File: src/rtl/reset_sequencer.sv
// ---------------------------------------------------------------------------
// reset_sequencer
//   Takes the synchronized system reset and releases NUM_RST downstream reset
//   domains one at a time, lowest index first. All domains are held for
//   HOLD_CYC cycles after the reset input drops. Each released domain must
//   return its ack. STEP_CYC cycles after that ack, the next domain is released.
//   A missing ack past ACK_TIMEOUT cycles re-asserts every domain and sets a
//   sticky fault. A software request restarts the whole sequence.
//
// Ports
//   clk            in   system clock, rising edge
//   async_rst_i    in   asynchronous active-high reset (synchronizer output)
//   sw_rst_req_i   in   single-cycle software restart request
//   stage_ack_i    in   [NUM_RST-1:0] per-domain "out of reset" ack (level)
//   rst_o          out  [NUM_RST-1:0] per-domain reset, active-high, registered
//   seq_done_o     out  all domains released and acked
//   seq_fault_o    out  sticky ack-timeout fault
//   fault_stage_o  out  [$clog2(NUM_RST):0] index of the domain that timed out
// ---------------------------------------------------------------------------
module reset_sequencer #(
    parameter int NUM_RST     = 4,
    parameter int HOLD_CYC    = 16,
    parameter int STEP_CYC    = 8,
    parameter int ACK_TIMEOUT = 255,
    parameter int CNT_W       = 8
) (
    input  logic                       clk,
    input  logic                       async_rst_i,
    input  logic                       sw_rst_req_i,
    input  logic [NUM_RST-1:0]         stage_ack_i,
    output logic [NUM_RST-1:0]         rst_o,
    output logic                       seq_done_o,
    output logic                       seq_fault_o,
    output logic [$clog2(NUM_RST):0]   fault_stage_o
);

    localparam int FS_W = $clog2(NUM_RST) + 1;

    localparam logic [CNT_W-1:0] CNT_ONE   = CNT_W'(1);
    localparam logic [CNT_W-1:0] HOLD_LAST = CNT_W'(HOLD_CYC - 1);
    localparam logic [CNT_W-1:0] STEP_LAST = CNT_W'(STEP_CYC - 1);
    localparam logic [CNT_W-1:0] TO_LAST   = CNT_W'((ACK_TIMEOUT == 0) ? 0 : ACK_TIMEOUT - 1);
    localparam logic              TO_EN     = (ACK_TIMEOUT != 0);
    localparam logic [FS_W-1:0]  IDX_ONE   = FS_W'(1);
    localparam logic [FS_W-1:0]  IDX_LAST  = FS_W'(NUM_RST - 1);

    typedef enum logic [2:0] {
        S_HOLD     = 3'd0,
        S_WAIT_ACK = 3'd1,
        S_GAP      = 3'd2,
        S_DONE     = 3'd3,
        S_FAULT    = 3'd4
    } state_t;

    state_t               state_q, state_d;
    logic [FS_W-1:0]      idx_q, idx_d;
    logic [CNT_W-1:0]     cnt_q, cnt_d;
    logic [NUM_RST-1:0]   rst_q, rst_d;
    logic                 done_q, done_d;
    logic                 fault_q, fault_d;
    logic [FS_W-1:0]      fstage_q, fstage_d;
    logic                 ack_sel;
    logic [FS_W-1:0]      idx_nxt;

    // State register
    always_ff @(posedge clk or posedge async_rst_i) begin
        if (async_rst_i) begin
            state_q  <= S_HOLD;
            idx_q    <= '0;
            cnt_q    <= '0;
            rst_q    <= '1;
            done_q   <= 1'b0;
            fault_q  <= 1'b0;
            fstage_q <= '0;
        end else begin
            state_q  <= state_d;
            idx_q    <= idx_d;
            cnt_q    <= cnt_d;
            rst_q    <= rst_d;
            done_q   <= done_d;
            fault_q  <= fault_d;
            fstage_q <= fstage_d;
        end
    end

    // Next-state logic
    always_comb begin
        state_d  = state_q;
        idx_d    = idx_q;
        cnt_d    = cnt_q;
        rst_d    = rst_q;
        done_d   = done_q;
        fault_d  = fault_q;
        fstage_d = fstage_q;
        idx_nxt  = idx_q + IDX_ONE;

        // Only the ack of the domain currently being waited on matters.
        ack_sel = 1'b0;
        for (int i = 0; i < NUM_RST; i++) begin
            if (idx_q == FS_W'(i)) ack_sel = stage_ack_i[i];
        end

        case (state_q)
            S_HOLD: begin
                if (cnt_q == HOLD_LAST) begin
                    rst_d[0] = 1'b0;
                    cnt_d    = '0;
                    state_d  = S_WAIT_ACK;
                end else begin
                    cnt_d = cnt_q + CNT_ONE;
                end
            end
            S_WAIT_ACK: begin
                if (ack_sel) begin
                    if (idx_q == IDX_LAST) begin
                        done_d  = 1'b1;
                        state_d = S_DONE;
                    end else begin
                        cnt_d   = '0;
                        state_d = S_GAP;
                    end
                end else if (TO_EN && (cnt_q == TO_LAST)) begin
                    rst_d    = '1;
                    fault_d  = 1'b1;
                    fstage_d = idx_q;
                    state_d  = S_FAULT;
                end else if (TO_EN) begin
                    // With the timeout disabled the counter simply parks.
                    cnt_d = cnt_q + CNT_ONE;
                end
            end
            S_GAP: begin
                if (cnt_q == STEP_LAST) begin
                    idx_d = idx_nxt;
                    for (int i = 0; i < NUM_RST; i++) begin
                        if (idx_nxt == FS_W'(i)) rst_d[i] = 1'b0;
                    end
                    cnt_d   = '0;
                    state_d = S_WAIT_ACK;
                end else begin
                    cnt_d = cnt_q + CNT_ONE;
                end
            end
            S_DONE:  state_d = S_DONE;
            S_FAULT: state_d = S_FAULT;
            default: state_d = S_HOLD;
        endcase

        // Software restart wins over any ack or timeout seen on the same edge.
        if (sw_rst_req_i) begin
            state_d  = S_HOLD;
            idx_d    = '0;
            cnt_d    = '0;
            rst_d    = '1;
            done_d   = 1'b0;
            fault_d  = 1'b0;
            fstage_d = '0;
        end
    end

    // Outputs
    always_comb begin
        rst_o         = rst_q;
        seq_done_o    = done_q;
        seq_fault_o   = fault_q;
        fault_stage_o = fstage_q;
    end

endmodule

File: config.mk
export PLATFORM = sky130hd
export DESIGN_NAME = reset_sequencer
export DESIGN_NICKNAME = d
export VERILOG_FILES = /design/src/rtl/reset_sequencer.sv
export SDC_FILE = /design/constraint.sdc
export NUM_CORES = 1
export LEC_CHECK = 0
export ABC_AREA = 1
export CAP_MARGIN = 15
export CORE_AREA = 4 4 89 66
export CTS_BUF_LIST = sky130_fd_sc_hd__clkbuf_4
export DETAILED_ROUTE_END_ITERATION = 8
export DIE_AREA = 0 0 93 70
export GPL_TIMING_DRIVEN = 0
export PLACE_DENSITY = 0.54
export SLEW_MARGIN = 20
export SYNTH_ARGS = -nofsm -noshare
export SYNTH_HDL_FRONTEND = slang
export SYNTH_SLANG_ARGS = --single-unit
File: constraint.sdc
create_clock -name clk -period 2.39 [get_ports clk]
set_clock_uncertainty 0.1 [all_clocks]
set_input_delay 0.239 -clock clk [delete_from_list [all_inputs] [get_ports clk]]
set_output_delay 0.239 -clock clk [all_outputs]
set_load 0.01 [all_outputs]
## After elaboration in Yosys (flattened, before gate mapping)

Index checks and enable logic that the tools add are counted.

| storage, ports and cells | value |
|---|---|
| register bits after elaboration | 23 |

| cells by class | value |
|---|---|
| add/sub/neg operators | 2 |
| equality and inequality tests | 25 |
| reduce and logical (&&, ||, !) cells | 20 |
| multiplexer cells | 44 |

Operator list:

| kind | count |
|---|---|
| two-way mux 8 bit | 6 |
| two-way mux 3 bit | 12 |
| != test 3 bit (second input constant) | 8 |
| case mux 8 bit (3 select lines) | 1 |
| equality test 3 x 2 -> 1 bit (second input constant) | 6 |
| two-way mux 1 bit | 18 |
| two-way mux 4 bit | 4 |
| case mux 3 bit (5 select lines) | 1 |
| AND reduction 5 bit | 3 |
| != test 4 bit (second input constant) | 3 |
| AND reduction 3 bit | 4 |
| nonzero test 2 bit | 6 |
| equality test 3 x 1 -> 1 bit (second input constant) | 3 |
| zero test 3 bit | 3 |
| adder 8 x 1 -> 8 bit (second input constant) | 1 |
| equality test 8 x 3 -> 1 bit (second input constant) | 1 |
| equality test 8 x 4 -> 1 bit (second input constant) | 1 |
| equality test 8 bit (second input constant) | 1 |
| case mux 3 bit (2 select lines) | 1 |
| AND reduction 6 bit | 1 |
| nonzero test 4 bit | 1 |
| adder 3 x 1 -> 3 bit (second input constant) | 1 |
| equality test 3 bit (second input constant) | 1 |
| case mux 1 bit (3 select lines) | 1 |
| other kinds (3) | 3 |

## Logic depth before layout (Yosys ltp)

| depth | value |
|---|---|
| depth after elaboration | 8 |
| gate-level depth with buffers | 12 |

## Least setup slack after synthesis

OpenSTA, ideal clock, no wires.

| path | value |
|---|---|
| path kind | register to register |
| start | reg idx_q[0] |
| end | reg cnt_q[5] |
| data required time | 2.177 ns |
| cell stages (with the launch flop) | 11 |
| slack | 0.639 ns |
| period minus slack after synthesis | 1.751 ns |
| setup time | 0.113 ns |
| buffers on the path | 0 |
| data arrival time | 1.539 ns |
| cell sequence | dfrtp_1 -> ha_1 -> ha_1 -> nand2_1 -> nor3_2 -> a21oi_4 -> nand2_4 -> inv_2 -> nand2_1 -> nand2_1 -> inv_1 |

| between the ends | value |
|---|---|
| longest elaborated chain between the ends | 8 |
| elaborated cells on any way between the ends | 14 |

Ends and longest elaborated chain:

| what | RTL line | source |
|---|---|---|
| start: declaration | 56 | `logic [FS_W-1:0] idx_q, idx_d;` |
| start signal: assignment | 77 | `idx_q <= idx_d;` |
| zero test 3 bit | 100 | `if (idx_q == FS_W'(i)) ack_sel = stage_ack_i[i];` |
| two-way mux 1 bit (4 in a row) | 100 |  |
| two-way mux 8 bit | 114 | `if (ack_sel) begin` |
| case mux 8 bit (3 select lines) | 103 | `case (state_q)` |
| two-way mux 8 bit | 150 | `if (sw_rst_req_i) begin` |
| end signal: assignment | 78 | `cnt_q <= cnt_d;` |
| end: declaration | 57 | `logic [CNT_W-1:0] cnt_q, cnt_d;` |

Several ways; a longest one is shown, not always the timed one.
A chain may end at the register's enable or synchronous reset.

## Final worst setup path

| path | value |
|---|---|
| start | reg idx_q[0] |
| end | reg cnt_q[7] |

Same word-level chain as after synthesis.

==> out/qor.yml <==
yosys:
  netlist_area_um2: 1600
  ys_warn_count: 0
  ys_ff_latch: 23
  ys_seq_area_frac: 0.3628
  yosysUniqueCellTypes: 31
  postSynthAreaPerCell_um2: 7.731
  synth_nets: 222
  syn_inst: 207
floorplanning:
  die_x_um: 93
  start_util: 0.3160
  ios: 16
  design.core.area_um2: 5065
  die_h_um: 70
  core.rowCount: 22
  fp.dieArea_um2: 6510
clock_network:
  cts_inserted_buffers: 3
  clock_path_buffers: 2
  clock_sinks: 23
  clkTransAtPathRegs_ps: 130
  cts-root-buf: "clkbuf_4"
  postCtsHoldBufs: 0
  htreeDepth: 1
  clock_latency_ps: 320
  cts_tree: "built"
  cts_resized: 0
  cts_setup_buffers: 0
detailed_routing:
  drt_pass1_iterations: 4
  postRouteAntennaNets: 0
  via_per_inst: 4.387
  drcViolationCount: 0
  num_vias: 1303
  wl_per_cell_um: 11.72
  drt_iter0_markers: 88
  wirelength_um: 3481
power_and_ir_drop:
  power_frac_comb: 0.427
  power_density_nw_per_um2: 669.6
  p_sw_frac: 0.4058
  p_leak_nw: 0.9321
  clockPowerShare: 0.159
  p_int_mw: 0.7403
  pwr-share-seq: 0.414
  vdd_ir_drop_max_uv: 254.1
  power_switching_mw: 0.5056
final_layout:
  fin_nets: 241
  final_common_cell: "nand2_1"
  drive_gt1_frac: 0.1556
  mostFrequentLayoutCells: "nand2_1, inv_1, dfrtp_1"
  syn_to_final_growth_pct: 16.26
  diodes: 0
  stdcell_area_um2: 1861
sta:
  post-route-min-period_ps: 2023
  worst_pin_slew_ps: 919.6
  maxSlewHeadroom: 0.3863
  setup_viol: 0
  setup_tns_ps: 0
  max_freq_mhz: 494.2
  layout_worst_path_cycle_share: 0.8466
  rsz0062_at_grt: "false"
  slew_viol_final: 0
  timing.final.hold_violations: 0
grt:
  track_usage: 0.1160
  grt_max_degree: 24
  globalRouteOverflowTotal: 0
  grt_first_pass_wirelength_um: 5982
  grt_pass1_vias: 1206
  antenna_found_initial: 0
critical_path:
  path_delay_family: "simple AND/OR/NAND/NOR gates"
  required_ps: 2520
  max_stage_delay_ps: 460
  worstSetupPathType: "reg -> reg"
  end_kind: "flop"
  arrival_ps: 2150
  critPathBufInv: 2
  cp_max_fo: 6
  cp_slowest_cell: "dfrtp_1"
  startpoint_type: "flop"
  crit_path_cell_trace: "ha_1 -> ha_1 -> nand2_1 -> nor3_2 -> a21oi_4 -> nand2_4 -> inv_2 -> nand2_1 -> nand2_1 -> inv_1"
  crit_top_cell: "nand2_1"
run_status:
  status: "complete, no violations"
run:
  drv_cap: 0
placement:
  io_buffers: 14
  place.gp.congestion: 0.7834
  placed_cell_area_um2: 1831
  dp_hpwl_um: 2739
hold_path:
  hp-class: "in -> reg"
power groups by stage:
stage          Sequential [mW]  Combinational, mW  Clock, mW
2_1_floorplan            0.522              0.394          0
3_3_place_gp             0.521              0.530          0
3_5_place_dp             0.523              0.530          0
4_1_cts                  0.516              0.533      0.210
5_1_grt                  0.525              0.600      0.224
6_report                 0.516              0.532      0.198
path summary, 6_finish.rpt:
path / startpoint / endpoint / slack (ps) / cells after the start
setup / recovery: idx_q[0] / cnt_q[7] / 370 / 10
hold / removal: sw_rst_req_i / rst_o[3] / 240 / 3
setup reg to reg: idx_q[0] / cnt_q[7] / 370 / 10
hold reg to reg: rst_o[2] / rst_o[2] / 370 / 2
max in group asynchronous: async_rst_i / state_q[1] / 1330 / 2
min in group asynchronous: async_rst_i / cnt_q[6] / 300 / 2
cell families after synthesis:
family,synth area share
simple gates,0.3980
fa+ha+maj,0.06255
compound gates,0.08210
buf+inv,0.08366
flops,0.3628
xor+xnor,0.01095
cells in the mapped netlist (all sizes together):
| cell type | instances | area share |
|---|---|---|
| o31ai | 2 | 0.0094 |
| dfstp | 4 | 0.066 |
| ha | 8 | 0.063 |
| a21o | 1 | 0.0047 |
| nand2 | 70 | 0.18 |
| nand3 | 17 | 0.067 |
| a21oi | 4 | 0.020 |
| dfrtp | 19 | 0.30 |
| buf | 1 | 0.0047 |
| xor2 | 2 | 0.011 |
| inv | 33 | 0.079 |
| o22ai | 1 | 0.0039 |
| o21ai | 12 | 0.040 |
| o21a | 1 | 0.0047 |
| nor3 | 4 | 0.019 |
| nand4 | 2 | 0.017 |
| nor2 | 26 | 0.11 |
stage by stage:
stage | power, mW | utilization | hold slack [ps] | instances | worst slack, ps
after floorplan | 0.9158 | - | 138.0 | 207 | 638.7
after global placement | 1.051 | 0.3614 | 348.9 | 293 | 400.6
after detailed placement | 1.053 | 0.3614 | 353.8 | 293 | 406.3
after CTS | 1.260 | 0.3673 | 236.0 | 297 | 378.7
after global routing | 1.349 | 0.3673 | 243.7 | 297 | 226.7
final | 1.246 | 0.3673 | 241.5 | 297 | 366.6
flip-flops by register name (all words and copies together), names as in the netlist:
signal and count:
fault_stage_o 3, cnt_q 8, state_q 3, rst_o 4, seq_done_o 1, idx_q 3
seq_fault_o 1
metal layers:
metal	part of all wire	up-vias	wire, um	track usage
met5	0	-	0	0
met4	0.010	0	36	0.02927
met3	0.030	2	105	0.02583
met2	0.36	24	1251	0.1349
met1	0.60	590	2088	0.1999
li1	-	687	-	-
worst register-to-register path, stage by stage (launching register included):
cell and delay (ps):
dfrtp_1 460, ha_1 230, ha_1 190, nand2_1 260, nor3_2 120, a21oi_4 210, nand2_4 90, inv_2 120
nand2_1 70, nand2_1 50, inv_1 30
final cells by class:
type / count / area (um2)
Multi-Input combinational cell: 150 / 885.9
Timing Repair Buffer: 14 / 140.1
Tap cell: 72 / 90.09
Clock buffer: 4 / 30.03
Fill cell: 577 / 3204
Sequential cell: 23 / 580.6
Buffer: 1 / 7.507
Inverter: 33 / 126.4
No activity file was read; power rests on OpenSTA's default activity.
